[src/rtl/sound_sequencer_if.sv]
// CPU register bus and sound-engine write port of the sound sequencer.
interface sound_sequencer_if;
    logic [3:0] cpu_addr;
    logic [7:0] cpu_data_in;
    logic       cpu_write;
    logic [7:0] cpu_data_out;
    logic [3:0] snd_addr;
    logic [7:0] snd_data;
    logic       snd_write;
    logic       snd_playing;

    modport master (
        output cpu_addr, cpu_data_in, cpu_write, snd_playing,
        input  cpu_data_out, snd_addr, snd_data, snd_write
    );

    modport slave (
        input  cpu_addr, cpu_data_in, cpu_write, snd_playing,
        output cpu_data_out, snd_addr, snd_data, snd_write
    );
endinterface

[src/rtl/sound_sequencer.sv]
// Queues sample ids from the CPU and programs the sound engine from a
// descriptor table, one sample at a time.
module sound_sequencer #(
    parameter int QUEUE_DEPTH   = 4,
    parameter int TABLE_ENTRIES = 16
) (
    input logic clk,
    input logic reset,
    sound_sequencer_if.slave bus
);
    localparam int PW = $clog2(QUEUE_DEPTH);
    localparam int IW = $clog2(TABLE_ENTRIES);

    typedef enum logic [2:0] {
        IDLE, LOAD, WAIT_START, PLAYING, STOP
    } state_e;

    state_e         state_q;
    logic [2:0]     step_q;
    logic [1:0]     wait_q;
    logic [15:0]    start_q, end_q;
    logic           err_q, ovf_q, ovf_d;
    logic           snd_we_q;
    logic [3:0]     snd_addr_q;
    logic [7:0]     snd_data_q;

    logic [15:0]    tab_start_q [TABLE_ENTRIES];
    logic [15:0]    tab_end_q   [TABLE_ENTRIES];
    logic [IW-1:0]  index_q;

    logic [3:0]     q_mem_q [QUEUE_DEPTH];
    logic [PW-1:0]  head_q, head_d, tail_q, tail_d, q_wa;
    logic [2:0]     count_q, count_d;
    logic           q_we;

    logic       wr_enq, wr_flush, wr_clr, busy, preempt, pop, full;
    logic [3:0] head_id;

    assign wr_enq   = bus.cpu_write && bus.cpu_addr == 4'd8;
    assign wr_flush = bus.cpu_write && bus.cpu_addr == 4'd9;
    assign wr_clr   = bus.cpu_write && bus.cpu_addr == 4'd10;
    assign busy     = state_q != IDLE;
    assign full     = count_q == 3'(QUEUE_DEPTH);
    assign pop      = state_q == IDLE && count_q != 3'd0;
    assign head_id  = q_mem_q[head_q];
    assign preempt  = wr_enq && bus.cpu_data_in[7] &&
                      (state_q == LOAD || state_q == WAIT_START ||
                       state_q == PLAYING);

    assign bus.cpu_data_out = {busy, full, count_q == 3'd0,
                               ovf_q, err_q, count_q};
    assign bus.snd_write = snd_we_q;
    assign bus.snd_addr  = snd_addr_q;
    assign bus.snd_data  = snd_data_q;

    always_ff @(posedge clk) begin
        if (reset) begin
            index_q <= '0;
            for (int i = 0; i < TABLE_ENTRIES; i++) begin
                tab_start_q[i] <= '0;
                tab_end_q[i]   <= '0;
            end
        end else if (bus.cpu_write) begin
            unique case (bus.cpu_addr)
                4'd0: index_q <= bus.cpu_data_in[IW-1:0];
                4'd1: tab_start_q[index_q][7:0]  <= bus.cpu_data_in;
                4'd2: tab_start_q[index_q][15:8] <= bus.cpu_data_in;
                4'd3: tab_end_q[index_q][7:0]    <= bus.cpu_data_in;
                4'd4: tab_end_q[index_q][15:8]   <= bus.cpu_data_in;
                default: ;
            endcase
        end
    end

    // Pop happens first; the CPU write then acts on the popped queue.
    always_comb begin
        head_d  = head_q + PW'(pop);
        tail_d  = tail_q;
        count_d = count_q - 3'(pop);
        ovf_d   = ovf_q;
        q_we    = 1'b0;
        q_wa    = tail_q;
        if (wr_clr) ovf_d = 1'b0;
        if (wr_flush) begin
            head_d  = '0;
            tail_d  = '0;
            count_d = 3'd0;
        end else if (preempt) begin
            q_we    = 1'b1;
            q_wa    = '0;
            head_d  = '0;
            tail_d  = PW'(1);
            count_d = 3'd1;
        end else if (wr_enq) begin
            if (count_d == 3'(QUEUE_DEPTH)) begin
                ovf_d = 1'b1;
            end else begin
                q_we    = 1'b1;
                tail_d  = tail_q + PW'(1);
                count_d = count_d + 3'd1;
            end
        end
    end

    always_ff @(posedge clk) begin
        if (reset) begin
            head_q  <= '0;
            tail_q  <= '0;
            count_q <= 3'd0;
            ovf_q   <= 1'b0;
            for (int i = 0; i < QUEUE_DEPTH; i++) q_mem_q[i] <= 4'd0;
        end else begin
            head_q  <= head_d;
            tail_q  <= tail_d;
            count_q <= count_d;
            ovf_q   <= ovf_d;
            if (q_we) q_mem_q[q_wa] <= bus.cpu_data_in[3:0];
        end
    end

    always_ff @(posedge clk) begin
        if (reset) begin
            state_q    <= IDLE;
            step_q     <= 3'd0;
            wait_q     <= 2'd0;
            start_q    <= 16'd0;
            end_q      <= 16'd0;
            err_q      <= 1'b0;
            snd_we_q   <= 1'b0;
            snd_addr_q <= 4'd0;
            snd_data_q <= 8'd0;
        end else begin
            snd_we_q   <= 1'b0;
            snd_addr_q <= 4'd0;
            snd_data_q <= 8'd0;
            if (wr_clr) err_q <= 1'b0;
            if (wr_flush && busy) begin
                state_q    <= STOP;
                snd_we_q   <= 1'b1;
                snd_addr_q <= 4'd12;
            end else if (preempt) begin
                state_q <= IDLE;
            end else begin
                unique case (state_q)
                    IDLE: if (pop) begin
                        start_q    <= tab_start_q[head_id];
                        end_q      <= tab_end_q[head_id];
                        snd_we_q   <= 1'b1;
                        snd_data_q <= tab_start_q[head_id][7:0];
                        step_q     <= 3'd0;
                        state_q    <= LOAD;
                    end
                    LOAD: if (step_q == 3'd4) begin
                        wait_q  <= 2'd0;
                        state_q <= WAIT_START;
                    end else begin
                        step_q   <= step_q + 3'd1;
                        snd_we_q <= 1'b1;
                        unique case (step_q)
                            3'd0: begin
                                snd_addr_q <= 4'd1;
                                snd_data_q <= start_q[15:8];
                            end
                            3'd1: begin
                                snd_addr_q <= 4'd4;
                                snd_data_q <= end_q[7:0];
                            end
                            3'd2: begin
                                snd_addr_q <= 4'd5;
                                snd_data_q <= end_q[15:8];
                            end
                            default: snd_addr_q <= 4'd8;
                        endcase
                    end
                    WAIT_START: begin
                        if (bus.snd_playing) begin
                            state_q <= PLAYING;
                        end else if (wait_q == 2'd3) begin
                            err_q   <= 1'b1;
                            state_q <= IDLE;
                        end else begin
                            wait_q <= wait_q + 2'd1;
                        end
                    end
                    PLAYING: if (!bus.snd_playing) state_q <= IDLE;
                    STOP:    state_q <= IDLE;
                    default: state_q <= IDLE;
                endcase
            end
        end
    end
endmodule

[src/flat_wrapper.sv]
// flat-port wrapper written by rule: the top's interface ports become plain ports
module sound_sequencer_flat 
#(
    parameter int QUEUE_DEPTH   = 4,
    parameter int TABLE_ENTRIES = 16
)
  (clk, reset, bus_cpu_addr, bus_cpu_data_in, bus_cpu_write, bus_snd_playing, bus_cpu_data_out, bus_snd_addr, bus_snd_data, bus_snd_write);
  sound_sequencer_if bus_i ();
  input logic clk;
  input logic reset;
  input wire logic [$bits(bus_i.cpu_addr)-1:0] bus_cpu_addr;
  input wire logic [$bits(bus_i.cpu_data_in)-1:0] bus_cpu_data_in;
  input wire logic [$bits(bus_i.cpu_write)-1:0] bus_cpu_write;
  input wire logic [$bits(bus_i.snd_playing)-1:0] bus_snd_playing;
  output wire logic [$bits(bus_i.cpu_data_out)-1:0] bus_cpu_data_out;
  output wire logic [$bits(bus_i.snd_addr)-1:0] bus_snd_addr;
  output wire logic [$bits(bus_i.snd_data)-1:0] bus_snd_data;
  output wire logic [$bits(bus_i.snd_write)-1:0] bus_snd_write;
  assign bus_i.cpu_addr = bus_cpu_addr;
  assign bus_i.cpu_data_in = bus_cpu_data_in;
  assign bus_i.cpu_write = bus_cpu_write;
  assign bus_i.snd_playing = bus_snd_playing;
  assign bus_cpu_data_out = bus_i.cpu_data_out;
  assign bus_snd_addr = bus_i.snd_addr;
  assign bus_snd_data = bus_i.snd_data;
  assign bus_snd_write = bus_i.snd_write;
  sound_sequencer #(.QUEUE_DEPTH(QUEUE_DEPTH), .TABLE_ENTRIES(TABLE_ENTRIES)) u_core (.clk(clk), .reset(reset), .bus(bus_i));
endmodule
[config.mk]
export PLATFORM = sky130hd
export DESIGN_NAME = sound_sequencer_flat
export DESIGN_NICKNAME = d
export VERILOG_FILES = /design/src/rtl/sound_sequencer_if.sv /design/src/rtl/sound_sequencer.sv /design/src/flat_wrapper.sv
export SDC_FILE = /design/constraint.sdc
export NUM_CORES = 1
export LEC_CHECK = 0
export ABC_AREA = 1
export BUFFER_PORTS_ARGS = -buffer_cell sky130_fd_sc_hd__buf_2
export CAP_MARGIN = 40
export CORE_ASPECT_RATIO = 0.6
export CORE_MARGIN = 1
export CORE_UTILIZATION = 62
export DETAILED_ROUTE_END_ITERATION = 16
export PLACE_DENSITY_LB_ADDON = 0.1
export SYNTH_ARGS = -nofsm -noshare
export SYNTH_HDL_FRONTEND = slang
export SYNTH_SLANG_ARGS = --single-unit
[constraint.sdc]
create_clock -name clk -period 4 [get_ports clk]
set_input_delay 0.6 -clock clk [delete_from_list [all_inputs] [get_ports clk]]
set_output_delay 0.6 -clock clk [all_outputs]
set_load 0.03 [all_outputs]
# After elaboration in Yosys (flattened, before gate mapping)
# Memory sizes are Yosys's and may differ from the RTL's. A register that Yosys moved wholly into a read port is not among the register bits.
# Cells that the tools add are included.
totals:
  regBits: 50
  mem_bits_rw: 528
  inputBits: 16
  output_inout_bits: 21
  elab_cells: 174
  n_memories: 3
classes:
  add_sub_neg: 6
  eq_ne: 28
  mux: 83
  n_bitwise: 4
  reduce_logical: 33
mem_list:
  columns: ["memory", "words", "word_bits", "rd", "rd_clocked_by_memory_dff", "wr", "line", "text"]
  rows:
  - ["u_core.tab_end_q", 16, 16, 1, 1, 16, "sound_sequencer.sv:28", "logic [15:0] tab_end_q [TABLE_ENTRIES];"]
  - ["u_core.tab_start_q", 16, 16, 1, 0, 16, "sound_sequencer.sv:27", "logic [15:0] tab_start_q [TABLE_ENTRIES];"]
  - ["u_core.q_mem_q", 4, 4, 1, 1, 4, "sound_sequencer.sv:31", "logic [3:0] q_mem_q [QUEUE_DEPTH];"]
op_table:
  columns: ["cell", "count"]
  rows:
  - ["$mux 1", 45]
  - ["$mux 3", 11]
  - ["$mux 16", 2]
  - ["$reduce_or 16->1", 2]
  - ["$mux 4", 7]
  - ["$pmux 8 s3", 1]
  - ["$mux 2", 9]
  - ["$mux 8", 2]
  - ["$pmux 8 s2", 1]
  - ["$eq 4x4->1 const B", 3]
  - ["$pmux 3 s4", 1]
  - ["$pmux 4 s3", 1]
  - ["$reduce_and 4->1", 3]
  - ["$ne 2x2->1 const B", 5]
  - ["$eq 3x2->1 const B", 3]
  - ["$eq 3x3->1 const B", 3]
  - ["$logic_not 3->1", 3]
  - ["$eq 4x2->1 const B", 2]
  - ["$ne 4x3->1 const B", 2]
  - ["$logic_and 1x1->1", 7]
  - ["$add 3x1->3 const B", 2]
  - ["$eq 3x1->1 const B", 2]
  - ["$pmux 3 s2", 1]
  - ["$reduce_and 2->1", 3]
  - ["23 further kinds", 33]

# Depth between registers and ports, before layout
# Gate-level depths: netlist of the first run.
depth:
  depth_word: 13
  mapped_depth: 16
  mapped_depth_nobuf: 14

# Least setup slack after synthesis of the first run
# No wires, ideal clock.
synth_path:
  path_kind: "reg-to-reg"
  startpoint: "register u_core.count_q[2]"
  endpoint: "memory u_core.q_mem_q[1][0] (enable)"
  setup_time_ps: 308
  arrival_ps: 3122
  required_time_ps: 3692
  setup_slack_ps: 570
  path_stages_with_launch: 14
  path_buffers: 1
  synth_period_minus_slack_ps: 3430
  cell_sequence: "dfxtp_1 -> nor3_1 -> nor2_2 -> clkbuf_1 -> ha_1 -> ha_1 -> ha_1 -> nand2_1 -> nand2_1 -> nand2_2 -> nand2_1 -> nor2_1 -> nand2_1 -> nand2_1"
synth_rtl:
  columns: ["element", "line", "text"]
  rows:
  - ["start: declaration", "sound_sequencer.sv:33", "logic [2:0] count_q, count_d;"]
  - ["start signal: assignment", "sound_sequencer.sv:115", "count_q <= count_d;"]
  - ["end: declaration", "sound_sequencer.sv:31", null]

==> results.txt, run 1 <==
Status -> completed
CTS Hold Bufs -> 0
Fin. max-slew vios -> 0
First-pass GRT wire length -> 114200 µm
Synth Register Bits -> 585
Sink Count -> 585
Post-CTS Resized -> 0
Slew margin rel. -> 39.73%
Hold Crit Class -> in2reg
Flop2flop setup slack -> 1020 ps
CP Launch Type -> register
Core outline area -> 0.04253 mm²
Initial core utilization -> 63.82%
Pre-CTS setup slack -> 1126 ps
Area contributors post-synth -> edfxtp_1 58%, nand2_1 8.7%, nor2_1 8.2%, nand3_1 7.7%, dfxtp_1 4.2%
Avg Vias per Cell -> 6.130
TritonRoute pass-1 iters -> 6
Final worst path period need -> 2981 ps
Rows -> 58
Largest area contributor in the netlist -> edfxtp_1
Die width -> 272.1 µm
Final net count -> 2890
Area Growth Syn to Fin -> 8.266%
Crit path max fanout -> 40
Pin count of the biggest net entering global routing -> 137
Post-synth top area share -> 58.42%
Final Hold Fails -> 0
Peak Freq -> 0.3355 GHz
Critical path capture point type -> register
CP Data Arrival Time -> 3530 ps
Post-synth net total -> 2944
Die ar. -> 0.04464 mm²
Clk buf depth -> 3
DP HPWL -> 47630 µm
Tightest Pin Transition -> 903.1 ps
Skew-Pair Late Insertion Delay -> 600 ps
Chip Height -> 164.1 µm
Count of cell types in the netlist -> 39
Final setup viols -> 0
Req. time, crit path -> 4550 ps
Vias in the first global route -> 19435
Post-CTS Setup Inserts -> 0
Diodes inserted -> 0
Post-Route WL -> 76260 µm
Ratio of cells with drive above 1 in the final layout -> 6.469%
CTS tree -> built
CTS H-tree lvls -> 2
Via count -> 21309
TritonCTS buffer count -> 51
P per Cell Area -> 647.7 mW/mm²
Leading post-synthesis cells by instance count -> 626 x nand2_1, 591 x nor2_1, 528 x edfxtp_1, 417 x nand3_1, 245 x inv_1
VDD IR-drop max -> 0.7783 mV
GRT Resource Usage Total -> 34.23%
Setup_tns -> 0 ps
Post-synth ARST share -> 0%
RSZ-0062 raised after global routing -> false
Slack of the critical path -> 1019 ps
Drt wl/cell -> 21.94 µm
Buffers on Ports -> 35
Io pins -> 37
Fillers -> 3301
Skew final -> 24.83 ps
Leakage -> 12.26 nW
Root Driver -> clkbuf_16
Syn Inst Count -> 2918
GPL Wtd Cong -> 0.9328
Most common cell in the synthesized netlist -> nand2_1
Fin crit share -> 74.52%
Synthesized area -> 0.02714 mm²
Grt ovf -> 0
Critical path class -> reg2reg
Yosys warning count -> 0
Post-Syn Area per Cell -> 9.301 µm²
Antenna-violating nets left -> 0
Initial antenna violation count -> 1
Initial DRC count -> 3313
Top_reg_cell synth -> edfxtp_1
Drt drc -> 0
Max_cap viols -> 0
Reg clk slew, reported paths -> 70 ps
Post-synth EDFFs -> 528
Seq/Total Area, Yosys -> 62.63%
-- where the power goes --
| part | leakage, nW | internal (mW) | switching [mW] |
|---|---|---|---|
| sequential | 5.92 | 7.04 | 0.208 |
| clock | 0.788 | 2.61 | 2.26 |
| combinational | 5.55 | 1.91 | 5.00 |
| total | 12.3 | 11.6 | 7.47 |
-- cells by family after synthesis --
kind of cell | count (synthesis) | synth area share [%]
buffers and inverters | 453 | 6.759
adder cells (fa/ha/maj) | 10 | 0.4610
AO/OA/AOI/OAI | 187 | 4.306
AND/OR/NAND/NOR | 1680 | 25.77
XOR/XNOR | 2 | 0.06455
flip-flops | 585 | 62.63
other | 1 | 0.01382
-- layer usage --
metal / up-vias / track usage (%) / wire (µm)
met5: - / 0 / 23
met4: 4 / 10.06 / 2039
met3: 156 / 8.962 / 9692
li1: 9593 / - / -
met1: 10233 / 49.98 / 31410
met2: 1323 / 50.60 / 33100
-- path summary, 6_finish.rpt --
path	start	endpoint	cells after the start
worst min-delay path	bus_cpu_data_in[2]	u_core.index_q[2]$_SDFFE_PP0P_	3
worst max-delay path	u_core.head_q[0]$_SDFF_PP0_	u_core.start_q[8]$_SDFFE_PP0P_	11
worst max register to register	u_core.head_q[0]$_SDFF_PP0_	u_core.start_q[8]$_SDFFE_PP0P_	11
worst min register to register	u_core.wait_q[1]$_SDFFE_PP0P_	u_core.wait_q[1]$_SDFFE_PP0P_	2
-- cell type report --
type,count,area [µm²],area share [%]
timing repair buffer,85,753.2,2.563
tap,570,713.2,2.427
multi-input combinational,1880,8341,28.39
clock buffer,63,1363,4.637
inverter,261,983.4,3.347
clock inverter,32,234.0,0.7963
sequential,585,17000,57.84
-- critical path, cell delays in order, from the launching register on --
cell and delay (ps):
dfxtp_1 560, nand2_1 130, nand3_1 170, nand2_4 190
inv_2 640, buf_4 380, nand2_1 90, nand3_1 110
nand3_1 220, nand3_1 260, nand2_1 70, inv_1 60
-- flip-flops by register name, indices dropped and copies added (netlist names), 2 cells and up --
register             count
u_core.wait_q            2
u_core.index_q           4
u_core.tab_start_q     256
u_core.start_q           8
u_core.step_q            3
u_core.count_q           3
u_core.head_q            2
u_core.end_q            16
u_core.bus.snd_data      8
u_core.state_q           3
u_core.tail_q            2
u_core.tab_end_q       256
u_core.bus.snd_addr      3
u_core.q_mem_q          16
-- per-stage QoR --
stage | instances | power [mW] | hold slack, ps | util [%] | cell area (µm²)
CTS | 3475 | 18.80 | 350.0 | 69.08 | 29380
finish | 3476 | 19.03 | 374.5 | 69.10 | 29380
floorplan | 2918 | 11.94 | 445.2 | - | 27140
global placement | 3368 | 13.86 | 454.3 | 64.99 | 27640
detailed placement | 3380 | 14.01 | 464.9 | 65.32 | 27780
global route | 3476 | 19.80 | 415.8 | 69.10 | 29380
-- placed cells by master (no fill, tap or decap), types with 7 or more instances in the layout --
cell type and count:
ha_1 10, clkbuf_16 52, buf_12 13, nor2_1 591
clkinv_2 11, nand3b_1 24, dfxtp_1 57, buf_4 35
o21ai_0 29, inv_2 14, buf_2 35, edfxtp_1 528
o211ai_1 73, inv_1 244, clkinv_1 17, a21oi_1 64
o21ai_1 7, nand2_1 623, nand3_1 417, clkbuf_1 9
Note: power is estimated with default switching activity, not from simulation.
==> run 2: changes to the inputs <==
==> constraint.sdc (replaced) <==
create_clock -name clk -period 2.9 [get_ports clk]
set_input_delay 0.435 -clock clk [delete_from_list [all_inputs] [get_ports clk]]
set_output_delay 0.435 -clock clk [all_outputs]
set_load 0.03 [all_outputs]
==> run 2 against run 1 <==
Effect of this change:
- non-clock buffer count grew 8
- worst hold slack worse by 180 ps
- clock power increased by 46%
- sequential power is 38% higher
- core utilization increased by 0.47 points
- critical path depth up 1
- clock skew rose by 7.6 ps
- global-route usage increased by 0.49 points
- die area is the same
- highest routed layer is now met4
==> results.txt, run 2 (synthesis gave the netlist of run 1 again) <==
Final Instance Area -> 0.02958 mm²
Core outline area -> 0.04253 mm²
CP Data Arrival Time -> 3230 ps
CP Launch Type -> register
Setup_tns -> 0 ps
TritonRoute pass-1 iters -> 6
Commonest non-fill, non-tap cell in the layout -> nand2_1
Area Growth Syn to Fin -> 9.008%
Root Driver -> clkbuf_16
Initial antenna violation count -> 1
Chip Height -> 164.1 µm
Final net count -> 2899
Fillers -> 3262
Peak Freq -> 0.3679 GHz
Pin count of the biggest net entering global routing -> 113
Final worst path period need -> 2718 ps
Hold Crit Class -> in2reg
CTS H-tree lvls -> 2
Buffers on Ports -> 35
Slew margin rel. -> 38.58%
Sink Count -> 585
Req. time, crit path -> 3410 ps
Worst Reg-to-Reg Cells -> 12
DP HPWL -> 48310 µm
Grt ovf -> 0
CP max stage cell -> dfxtp_1
Antenna-violating nets left -> 0
Fin. max-slew vios -> 0
Min-Delay Path Depth -> 4
VDD IR-drop max -> 0.7410 mV
Critical-path cell list -> nand2_1, nand3_2, nand2_4, inv_2, buf_12, nand2_1, nand3_1, nand3_1, nand3_1, nand3_1, nand2_1, inv_1
Initial core utilization -> 63.82%
Tightest Pin Transition -> 917.9 ps
Avg Vias per Cell -> 6.093
Reg clk slew, reported paths -> 70 ps
GPL Wtd Cong -> 0.9257
P per Cell Area -> 906.8 mW/mm²
Die ar. -> 0.04464 mm²
Status -> completed
Crit path max fanout -> 48
Skew-Pair Late Insertion Delay -> 600 ps
Initial DRC count -> 3510
Most used cell, CP -> nand3_1
Tot Pwr -> 26.83 mW
Leakage -> 12.35 nW
Die width -> 272.1 µm
Drt wl/cell -> 22.13 µm
Vias in the first global route -> 19425
Largest registers -> u_core.tab_end_q x256, u_core.tab_start_q x256
Post-CTS Setup Inserts -> 0
Commonest non-fill, non-tap cells in the layout -> 623 x nand2_1, 591 x nor2_1, 528 x edfxtp_1
Slowest Stage Delay on Critical Path -> 600 ps
Final setup viols -> 0
GRT Resource Usage Total -> 34.72%
TritonCTS buffer count -> 52
Post-Route WL -> 77120 µm
Rows -> 58
CTS tree -> built
Max_cap viols -> 0
First-pass GRT wire length -> 115800 µm
Drt drc -> 0
RSZ-0062 raised after global routing -> false
Io pins -> 37
Placed inst area -> 0.02787 mm²
Fin crit share -> 93.74%
Critical path capture point type -> register
Critical path class -> reg2reg
Clk buf depth -> 3
Via count -> 21234
Ratio of cells with drive above 1 in the final layout -> 6.898%
Final Hold Fails -> 0
Skew final -> 32.41 ps
Combined area of the multi-input logic cells -> 0.008352 mm²
Register area -> 0.01700 mm²
-- run 2: changes by cell type in the layout (fill, tap and decap cells not counted), moves of 2 or more --
cell / change
bufinv_16: +2
buf_4: +5
clkbuf_16: +2
buf_12: +3
clkinv_2: -2
clkbuf_1: +11
clkinv_1: -15
clkbuf_8: +2
-- run 2: where the power goes --
part	internal (mW)	switching [mW]
Sequential	9.71	0.319
Combinational	2.74	6.96
Clock	3.98	3.12
-- run 2: what timing repair did --
item,in CTS,in global routing
setup endpoints to repair,0,1
resized for setup,0,1
hold buffers,0,0
-- run 2: per-stage QoR --
stage | instances | setup WS, ps | hold slack (ps) | util, %
final | 3485 | 181.6 | 192.6 | 69.57
after global routing | 3484 | 55.86 | 222.7 | 69.56
after CTS | 3484 | 244.0 | 190.4 | 69.55
after detailed placement | 3389 | 266.3 | 466.1 | 65.55
after global placement | 3388 | 311.0 | 454.1 | 65.48
after floorplan | 2918 | 6.109 | 445.2 | -
-- run 2: path summary, 6_finish.rpt --
kind | startpoint | to | slack (ps)
setup / recovery | u_core.head_q[0]$_SDFF_PP0_ | u_core.start_q[15]$_SDFFE_PP0P_ | 180
hold / removal | bus_snd_playing | u_core.err_q$_SDFF_PP0_ | 190
setup reg to reg | u_core.head_q[0]$_SDFF_PP0_ | u_core.start_q[15]$_SDFFE_PP0P_ | 180
hold reg to reg | u_core.wait_q[1]$_SDFFE_PP0P_ | u_core.wait_q[1]$_SDFFE_PP0P_ | 480
-- run 2: area by class of cell --
type	count	area share (%)
diodes	1	0.008458
clock buffers	78	5.007
clock inverters	17	0.7528
inverters	261	3.320
multi-input cells	1880	28.23
flip-flops and latches	585	57.45
well taps	570	2.411
repair buffers	93	2.821
-- run 2: critical path: cells and delay by family, from the launching register on --
| family | cells | cell delay, ps |
|---|---|---|
| and+or+nand+nor | 9 | 1210 |
| buffers and inverters | 3 | 750 |
| DFF | 1 | 600 |
-- run 2: metal layers --
layer / wire length [µm] / track usage [%]
met4: 1648 / 8.197
met5: 0 / 0
met3: 10550 / 9.006
met2: 33190 / 50.72
met1: 31740 / 52.05
